$ cat src/rtl/mem_arbiter.sv
// Two-port memory arbiter: fetch and data requesters share one memory bus.
// Ties alternate between requesters, and stalled transactions are aborted by a wait counter.
module mem_arbiter #(
  parameter int unsigned TIMEOUT_CYCLES = 255
) (
  input  logic        clk,
  input  logic        reset,
  input  logic        i_valid,
  input  logic [31:0] i_addr,
  output logic        i_ready,
  output logic [31:0] i_rdata,
  input  logic        d_valid,
  input  logic [31:0] d_addr,
  input  logic [31:0] d_wdata,
  input  logic [3:0]  d_wstrb,
  output logic        d_ready,
  output logic [31:0] d_rdata,
  output logic        mem_valid,
  output logic        mem_instr,
  output logic [31:0] mem_addr,
  output logic [31:0] mem_wdata,
  output logic [3:0]  mem_wstrb,
  input  logic        mem_ready,
  input  logic [31:0] mem_rdata,
  output logic        timeout
);

  typedef enum logic [1:0] {
    IDLE,
    GNT_I,
    GNT_D,
    RESP
  } state_t;

  // The counter sits at LIMIT during the last cycle a grant may wait before it is aborted.
  localparam logic [15:0] WAIT_LIMIT = 16'(TIMEOUT_CYCLES - 1);

  state_t      state, state_d;
  logic        last_grant_data, last_grant_data_d;
  logic [15:0] wait_cnt, wait_cnt_d;
  logic        mem_valid_d, mem_instr_d;
  logic [31:0] mem_addr_d, mem_wdata_d;
  logic [3:0]  mem_wstrb_d;
  logic        i_ready_d, d_ready_d;
  logic [31:0] i_rdata_d, d_rdata_d;
  logic        timeout_d;

  // State and every output are registered; all next values are computed below.
  always_ff @(posedge clk) begin
    if (reset) begin
      state           <= IDLE;
      last_grant_data <= 1'b1;
      wait_cnt        <= '0;
      mem_valid       <= 1'b0;
      mem_instr       <= 1'b0;
      mem_addr        <= '0;
      mem_wdata       <= '0;
      mem_wstrb       <= '0;
      i_ready         <= 1'b0;
      d_ready         <= 1'b0;
      i_rdata         <= '0;
      d_rdata         <= '0;
      timeout         <= 1'b0;
    end else begin
      state           <= state_d;
      last_grant_data <= last_grant_data_d;
      wait_cnt        <= wait_cnt_d;
      mem_valid       <= mem_valid_d;
      mem_instr       <= mem_instr_d;
      mem_addr        <= mem_addr_d;
      mem_wdata       <= mem_wdata_d;
      mem_wstrb       <= mem_wstrb_d;
      i_ready         <= i_ready_d;
      d_ready         <= d_ready_d;
      i_rdata         <= i_rdata_d;
      d_rdata         <= d_rdata_d;
      timeout         <= timeout_d;
    end
  end

  always_comb begin
    state_d           = state;
    last_grant_data_d = last_grant_data;
    wait_cnt_d        = wait_cnt;
    mem_valid_d       = mem_valid;
    mem_instr_d       = mem_instr;
    mem_addr_d        = mem_addr;
    mem_wdata_d       = mem_wdata;
    mem_wstrb_d       = mem_wstrb;
    i_ready_d         = 1'b0;
    d_ready_d         = 1'b0;
    i_rdata_d         = i_rdata;
    d_rdata_d         = d_rdata;
    timeout_d         = timeout;

    case (state)
      IDLE: begin
        // On a tie the fetch side wins only if data was served last.
        if (i_valid && (!d_valid || last_grant_data)) begin
          state_d     = GNT_I;
          mem_valid_d = 1'b1;
          mem_instr_d = 1'b1;
          mem_addr_d  = i_addr;
          mem_wdata_d = '0;
          mem_wstrb_d = '0;
          wait_cnt_d  = '0;
        end else if (d_valid) begin
          state_d     = GNT_D;
          mem_valid_d = 1'b1;
          mem_instr_d = 1'b0;
          mem_addr_d  = d_addr;
          mem_wdata_d = d_wdata;
          mem_wstrb_d = d_wstrb;
          wait_cnt_d  = '0;
        end
      end

      GNT_I, GNT_D: begin
        // A completion arriving on the limit edge still counts as a normal completion.
        if (mem_ready) begin
          state_d     = RESP;
          mem_valid_d = 1'b0;
          if (state == GNT_I) begin
            i_ready_d         = 1'b1;
            i_rdata_d         = mem_rdata;
            last_grant_data_d = 1'b0;
          end else begin
            d_ready_d         = 1'b1;
            d_rdata_d         = mem_rdata;
            last_grant_data_d = 1'b1;
          end
        end else if (wait_cnt == WAIT_LIMIT) begin
          state_d     = RESP;
          mem_valid_d = 1'b0;
          timeout_d   = 1'b1;
          if (state == GNT_I) begin
            i_ready_d         = 1'b1;
            i_rdata_d         = '0;
            last_grant_data_d = 1'b0;
          end else begin
            d_ready_d         = 1'b1;
            d_rdata_d         = '0;
            last_grant_data_d = 1'b1;
          end
        end else begin
          wait_cnt_d = wait_cnt + 16'd1;
        end
      end

      RESP: begin
        state_d = IDLE;
      end

      default: begin
        state_d = IDLE;
      end
    endcase
  end

endmodule

$ cat config.mk
export PLATFORM = sky130hd
export DESIGN_NAME = mem_arbiter
export DESIGN_NICKNAME = d
export VERILOG_FILES = /design/src/rtl/mem_arbiter.sv
export SDC_FILE = /design/constraint.sdc
export NUM_CORES = 1
export LEC_CHECK = 0
export CAP_MARGIN = 30
export CORE_UTILIZATION = 40
export CTS_BUF_LIST = sky130_fd_sc_hd__clkbuf_4
export DETAILED_ROUTE_END_ITERATION = 8
export PLACE_DENSITY_LB_ADDON = 0.15
export REMOVE_ABC_BUFFERS = 1
export SLEW_MARGIN = 25
export SYNTH_ARGS = -nofsm -noshare
export SYNTH_HDL_FRONTEND = slang
export SYNTH_SLANG_ARGS = --single-unit
$ cat constraint.sdc
create_clock -name clk -period 7 [get_ports clk]
set_input_delay 1.05 -clock clk [delete_from_list [all_inputs] [get_ports clk]]
set_output_delay 1.05 -clock clk [all_outputs]
set_load 0.05 [all_outputs]
## After elaboration in Yosys (flattened, before gate mapping)

Index checks and enable logic that the tools add are counted.

| word-level totals | value |
|---|---|
| bits in read-only memories | 0 |
| latch bits | 0 |
| memories | 0 |
| bits in writable memories | 0 |
| bits in registers | 156 |
| word-level logic and storage cells | 81 |
| output and inout port bits | 137 |

| cells by class | value |
|---|---|
| multiplexer cells | 39 |
| equality and inequality tests | 8 |
| add/sub/neg operators | 1 |
| multipliers | 0 |
| reductions and logical operators | 17 |
| div/mod/pow operators | 0 |
| $lt $le $gt $ge | 0 |
| shift-type cells | 0 |
| bitwise gates (word level) | 3 |

Operators by type and width:

| kind | number |
|---|---|
| 2-to-1 mux 32 bit | 12 |
| 2-to-1 mux 16 bit | 4 |
| case mux 16 bit (2 select lines) | 1 |
| adder 16 x 1 -> 16 bit, second input constant | 1 |
| equality test 16 x 8 -> 1 bit, second input constant | 1 |
| 2-to-1 mux 1 bit | 14 |
| AND reduction 3 bit | 4 |
| 2-to-1 mux 2 bit | 4 |
| 2-to-1 mux 4 bit | 2 |
| inequality test 3 bit, second input constant | 2 |
| case mux 2 bit (3 select lines) | 1 |
| AND reduction 2 bit | 3 |
| nonzero test 2 bit | 3 |
| equality test 2 bit, second input constant | 2 |
| inequality test 2 bit, second input constant | 2 |
| AND reduction 4 bit | 1 |
| OR reduction 2 bit | 2 |
| NOT 1 bit | 3 |
| equality test 2 x 1 -> 1 bit, second input constant | 1 |
| logical NOT 2 bit | 1 |
| case mux 1 bit (2 select lines) | 1 |
| logical AND 1 bit | 1 |
| logical NOT 1 bit | 1 |
| logical OR 1 bit | 1 |

## Depth between registers and ports, before layout

| depth | value |
|---|---|
| depth after elaboration | 5 |
| mapped depth | 9 |

## Worst setup path after synthesis

No wires, ideal clock.

| timing | value |
|---|---|
| path kind | input-to-reg |
| start point | input port i_valid |
| end point | register mem_wdata[10] |
| setup slack | 4722 ps |
| library setup time | 66 ps |
| arrival time | 2212 ps |
| stages on the path | 6 |
| cell sequence | a21boi_0 buf_1 nor2_1 clkbuf_1 a22oi_1 nor2_1 |

| between the ends | value |
|---|---|
| word-level cells in the longest chain between the ends | 3 |
| elaborated cells between the ends (all ways) | 4 |
| those cells by class | mux: 1; reduce/logical: 3 |

RTL lines:

| element | line | RTL |
|---|---|---|
| start: declaration | 8 | `input logic i_valid,` |
| logical AND 1 bit * | 99 | `if (i_valid && (!d_valid \|\| last_grant_data)) begin` |
| nonzero test 2 bit (no source line) | - |  |
| AND reduction 2 bit (no source line) | - |  |
| end signal: assignment | 71 | `mem_wdata <= mem_wdata_d;` |
| end: declaration | 21 | `output logic [31:0] mem_wdata,` |

Mark *: on every way between the ends. The rest lies on a longest branch, timed or not.
A chain may end at the register's enable or synchronous reset.

## Final worst setup path

| timing | value |
|---|---|
| start point | register i_rdata[21] |
| end point | output port i_rdata[21] |

RTL lines:

| element | line | RTL |
|---|---|---|
| start: declaration | 11 | `output logic [31:0] i_rdata,` |
| start signal: assignment | 75 | `i_rdata <= i_rdata_d;` |

No word-level cell between the ends.

==> results.md <==
- The clock root buffer is sky130_fd_sc_hd__clkbuf_4.
- After synthesis, the mean cell area works out to 8.69 sq um.
- The wire length of the first global-routing pass is ~30000 um.
- The floorplan has 45 rows.
- The arrival time of data at the critical path endpoint is 1830 ps.
- The maximum clock insertion buffer count is 2.
- The worst hold path passes through 2 cells.
- In this run the horizontal extent of the chip is 127 um.
- Broken down by cell family, the worst path's largest delay share belongs to buffers and inverters.
- The Yosys step of the flow raised 0 warnings.
- The synthesized design contains 0 enable-type register cells.
- The share of total power dissipated in combinational logic is 0.524.
- The required time of the critical path is about 6000 ps.
- The endpoint identified for the worst register-to-register timing path is d_rdata[30].
- The average wire per standard cell is between 15 and 20 um.
- For this run, the total global-route usage over all layers was measured as 0.237.
- The worst supply voltage drop on vdd is 181 uV.
- The routed design uses 1570 um of met3 wire.
- The routed wire length on met2 is between 9000 and 10000 um.
- The number of hold buffers added after cts is 0.
- The top cell types in the final layout, fill and taps aside, are 271 x sky130_fd_sc_hd__clkdlybuf4s50_1, 156 x sky130_fd_sc_hd__dfxtp_1, 82 x sky130_fd_sc_hd__nor2_1, 78 x sky130_fd_sc_hd__a21oi_1, 75 x sky130_fd_sc_hd__nand2_1.
- After clock tree synthesis, the clock-pin slew on the worst setup and hold paths is around 120 ps.
- The worst hold path begins at i_rdata[16].
- The maximum number of pins on one net before global-route repair is 83.
- The flop-to-flop setup slack is between 4000 and 5000 ps.
- Pin placement for this block handled approximately 270 I/O pins.
- For this run, design rule violations remaining after detail routing come to 0.
- The initial utilization of the core area, before any placement, comes to 0.410.
- Dividing the detail-routed via count by the number of cells gives 5.17.
- The share of total power dissipated in sequential elements is 0.316.
- The upper clock frequency limit is between 300 and 400 MHz.
- Traced cell by cell, the critical path runs through clkdlybuf4s50_1.
- The TritonCTS buffer count is 17.
- Across the run, the number of max-cap violations was 0.
- In this run the number of H-tree levels came out at 4.
- The die covers between 15000 and 20000 sq um.
- The most frequently used flop master after synthesis is sky130_fd_sc_hd__dfxtp_1.
- The number of diodes is 0.
- The commonest non-fill, non-tap cell in the layout is sky130_fd_sc_hd__clkdlybuf4s50_1.
- The synthesized instance count is 720.
- The post-route clock skew is roughly 24 ps.
- The quantity of gates resized following cts is 0.
- The number of filler instances in the final layout is ~1400.
- The path with the worst hold slack has its endpoint at i_rdata[16].
- The min-delay analysis places its worst path in the category register to register.
- Measured in cells, the most critical reg-to-reg path has a length of 10.
- Across all layers, the routed design uses approximately 6000 vias.
- The power density of the placed cells is 383 nW/um^2.
- The highest net fanout along the worst path is 2.
- During placement, the flow inserted port buffers numbering between 200 and 300.
- The pre-antenna-repair detailed-routing pass consisted of 5 iterations.
- The net switching power is between 1500 and 2000 uW.
- The critical path startpoint category is a register.
- The total negative setup slack is 0 ps.
- The critical setup path kind is register to output port.
- The internal power of the cells totals between 1500 and 2000 uW.
- The core footprint is 15300 sq um.
- In this run the critical register-to-register path is launched from state[0].
- The area growth from synthesis to layout is 50.4%.
- The number of global-route vias before repair is just under 6000.
- The shortest period the worst path allows is 2880 ps.
- The final period utilization is 0.411.
- For this design the static power due to leakage is around 0.0034 uW.
- On the critical path, the stage with the largest delay is an instance of sky130_fd_sc_hd__clkdlybuf4s50_1.
- The iteration-0 DRC count of the detailed router is 458.
- The fraction of registers with async set/reset is 0.
- The die height is 127 um.
- The largest single stage delay on the critical path is approximately 900 ps.
- Setup violations remaining at the end of the flow were counted as 0.
- The buffers plus inverters on the worst setup path is 1.
- The distinct cell type count after synthesis is 46.
- After synthesis the netlist holds a flip-flop and latch count of about 160.
- Summed over all layers, the routed wires come to around 19000 um.
- The category of the worst setup path capture point is an output port.
- Detailed placement ended at an HPWL of around 13000 um.
- The wire length on met1 is around 7500 um.
- The worst pin sits at a relative slew slack of 0.431.
- The switching fraction of total power is 0.470.
- The count of nets left with antenna violations once routing finished came out at 0.
- The TritonCTS clock tree is built.
- After detailed routing, no signal wire sits above met4.
- At the end of routability-driven placement, the weighted congestion stood at between 0.8 and 0.9.
- The total setup buffers inserted after CTS is 0.
- Setup repair after global routing left no endpoint under its margin.
- The flow ran to the end, and the final reports show no timing, DRC or antenna violations.
- The count of final hold-check violations is 0.
- The core utilization of the finished layout is 0.617.
- The number of nets in the layout is 1102.
- The total overflow left after global routing is 0.
- The CTS sink count is approximately 160.
- The number of antenna violations at the first check in global routing was 0.
- The clock latency on the worst-skew pair is around 570 ps.
- The share of the Yosys chip area taken by registers is 0.499.
- The portion of total power attributed to the clock network is 0.160.
- Of the cells placed in the final design, the portion with a size suffix greater than 1 is 0.0617.
- The worst-margin pin slew is around 850 ps.
- The launch point of the worst path is i_rdata[21].
- The cell area that synthesis handed to floorplanning was 6250 sq um.
- The count of pins over their slew limit is 0.
- In this run the number of cells on the critical path is 1.
## kinds of logic after synthesis
| group | synth area share |
|---|---|
| AND/OR/NAND/NOR | 0.206 |
| XOR/XNOR | 0.00140 |
| buffers and inverters | 0.0458 |
| adder cells (fa/ha/maj) | 0.0100 |
| AO/OA/AOI/OAI | 0.184 |
| flip-flops | 0.499 |
| multiplexers | 0.0528 |
## worst min-delay path, stage by stage (launching register included)
cell	delay, ps
sky130_fd_sc_hd__dfxtp_1	330
sky130_fd_sc_hd__nand2_1	50
sky130_fd_sc_hd__a21oi_1	50
## worst max-delay path by stage
stage,end,slack (ps)
3_3_place_gp,wait_cnt[14],3900
3_5_place_dp,wait_cnt[14],3890
2_1_floorplan,mem_wdata[0],90
4_1_cts,i_rdata[21],4060
6_report,i_rdata[21],4120
5_1_grt,i_rdata[21],4040
## synth_stat cells (2+ instances only)
master	n	area share
sky130_fd_sc_hd__and4_1	3	0.0042
sky130_fd_sc_hd__o21ba_2	3	0.0048
sky130_fd_sc_hd__o21ai_1	2	0.0016
sky130_fd_sc_hd__nor2b_1	3	0.0030
sky130_fd_sc_hd__inv_1	7	0.0042
sky130_fd_sc_hd__o21ai_2	3	0.0042
sky130_fd_sc_hd__o31ai_1	3	0.0036
sky130_fd_sc_hd__buf_2	4	0.0032
sky130_fd_sc_hd__nor4_1	3	0.0030
sky130_fd_sc_hd__o211ai_1	3	0.0036
sky130_fd_sc_hd__o32ai_1	2	0.0028
sky130_fd_sc_hd__nand4_1	37	0.037
sky130_fd_sc_hd__nand3_1	37	0.030
sky130_fd_sc_hd__and2_1	2	0.0020
sky130_fd_sc_hd__or2b_1	3	0.0036
sky130_fd_sc_hd__nand2_1	75	0.045
sky130_fd_sc_hd__nor2_1	84	0.050
sky130_fd_sc_hd__o21ai_0	8	0.0064
sky130_fd_sc_hd__a211oi_1	35	0.042
sky130_fd_sc_hd__buf_6	2	0.0036
sky130_fd_sc_hd__a22oi_1	37	0.044
sky130_fd_sc_hd__clkbuf_1	57	0.034
sky130_fd_sc_hd__or3_1	5	0.0050
sky130_fd_sc_hd__nor3_1	4	0.0032
sky130_fd_sc_hd__dfxtp_1	156	0.50
sky130_fd_sc_hd__a31oi_1	2	0.0020
sky130_fd_sc_hd__a21oi_1	78	0.062
sky130_fd_sc_hd__ha_1	5	0.010
sky130_fd_sc_hd__mux2i_1	33	0.053
sky130_fd_sc_hd__o21a_1	2	0.0024
sky130_fd_sc_hd__nor3b_1	2	0.0024
sky130_fd_sc_hd__nand2b_1	5	0.0050
sky130_fd_sc_hd__and3_2	2	0.0024
## area by class of cell
| cell class | count | area (sq um) | area share |
|---|---|---|---|
| multi-input cells | 493 | 2870 | 0.305 |
| inverters | 7 | 26.3 | 0.00279 |
| flip-flops and latches | 156 | 3120 | 0.332 |
| repair buffers | 285 | 2830 | 0.301 |
| clock buffers | 17 | 128 | 0.0136 |
| clock inverters | 15 | 170 | 0.0181 |
| well taps | 211 | 264 | 0.0281 |
## sequential cells by signal (all words and copies together) (netlist names)
register / flops
mem_wdata: 32
mem_valid: 1
mem_instr: 1
mem_addr: 32
i_rdata: 32
d_ready: 1
mem_wstrb: 4
d_rdata: 32
last_grant_data: 1
timeout: 1
wait_cnt: 16
state: 2
i_ready: 1
## routing by layer
metal  vias to the layer above  track usage
met2                       211        0.406
li1                       3064            -
met1                      2806        0.260
met3                        42       0.0833
met4                         0        0.119
met5                         -            0
## power by group through the flow
stage / clock [uW] / combinational (uW) / sequential, uW
6_report: 575 / 1890 / 1140
5_1_grt: 633 / 2020 / 1160
4_1_cts: 594 / 1900 / 1140
3_5_place_dp: 0 / 1890 / 1160
3_3_place_gp: 0 / 1870 / 1150
2_1_floorplan: 0 / 676 / 1690
## metrics by stage
| stage | hold slack, ps | total power, uW | setup slack, ps | area [sq um] | cells |
|---|---|---|---|---|---|
| 4_1_cts | 463 | 3630 | 4060 | 9410 | 1184 |
| 3_3_place_gp | 441 | 3020 | 3900 | 9080 | 1150 |
| 3_5_place_dp | 446 | 3050 | 3890 | 9110 | 1152 |
| 6_report | 460 | 3600 | 4120 | 9410 | 1184 |
| 2_1_floorplan | 446 | 2360 | 85.5 | 5990 | 656 |
| 5_1_grt | 477 | 3820 | 4040 | 9410 | 1184 |
No activity file was read; power rests on OpenSTA's default activity.
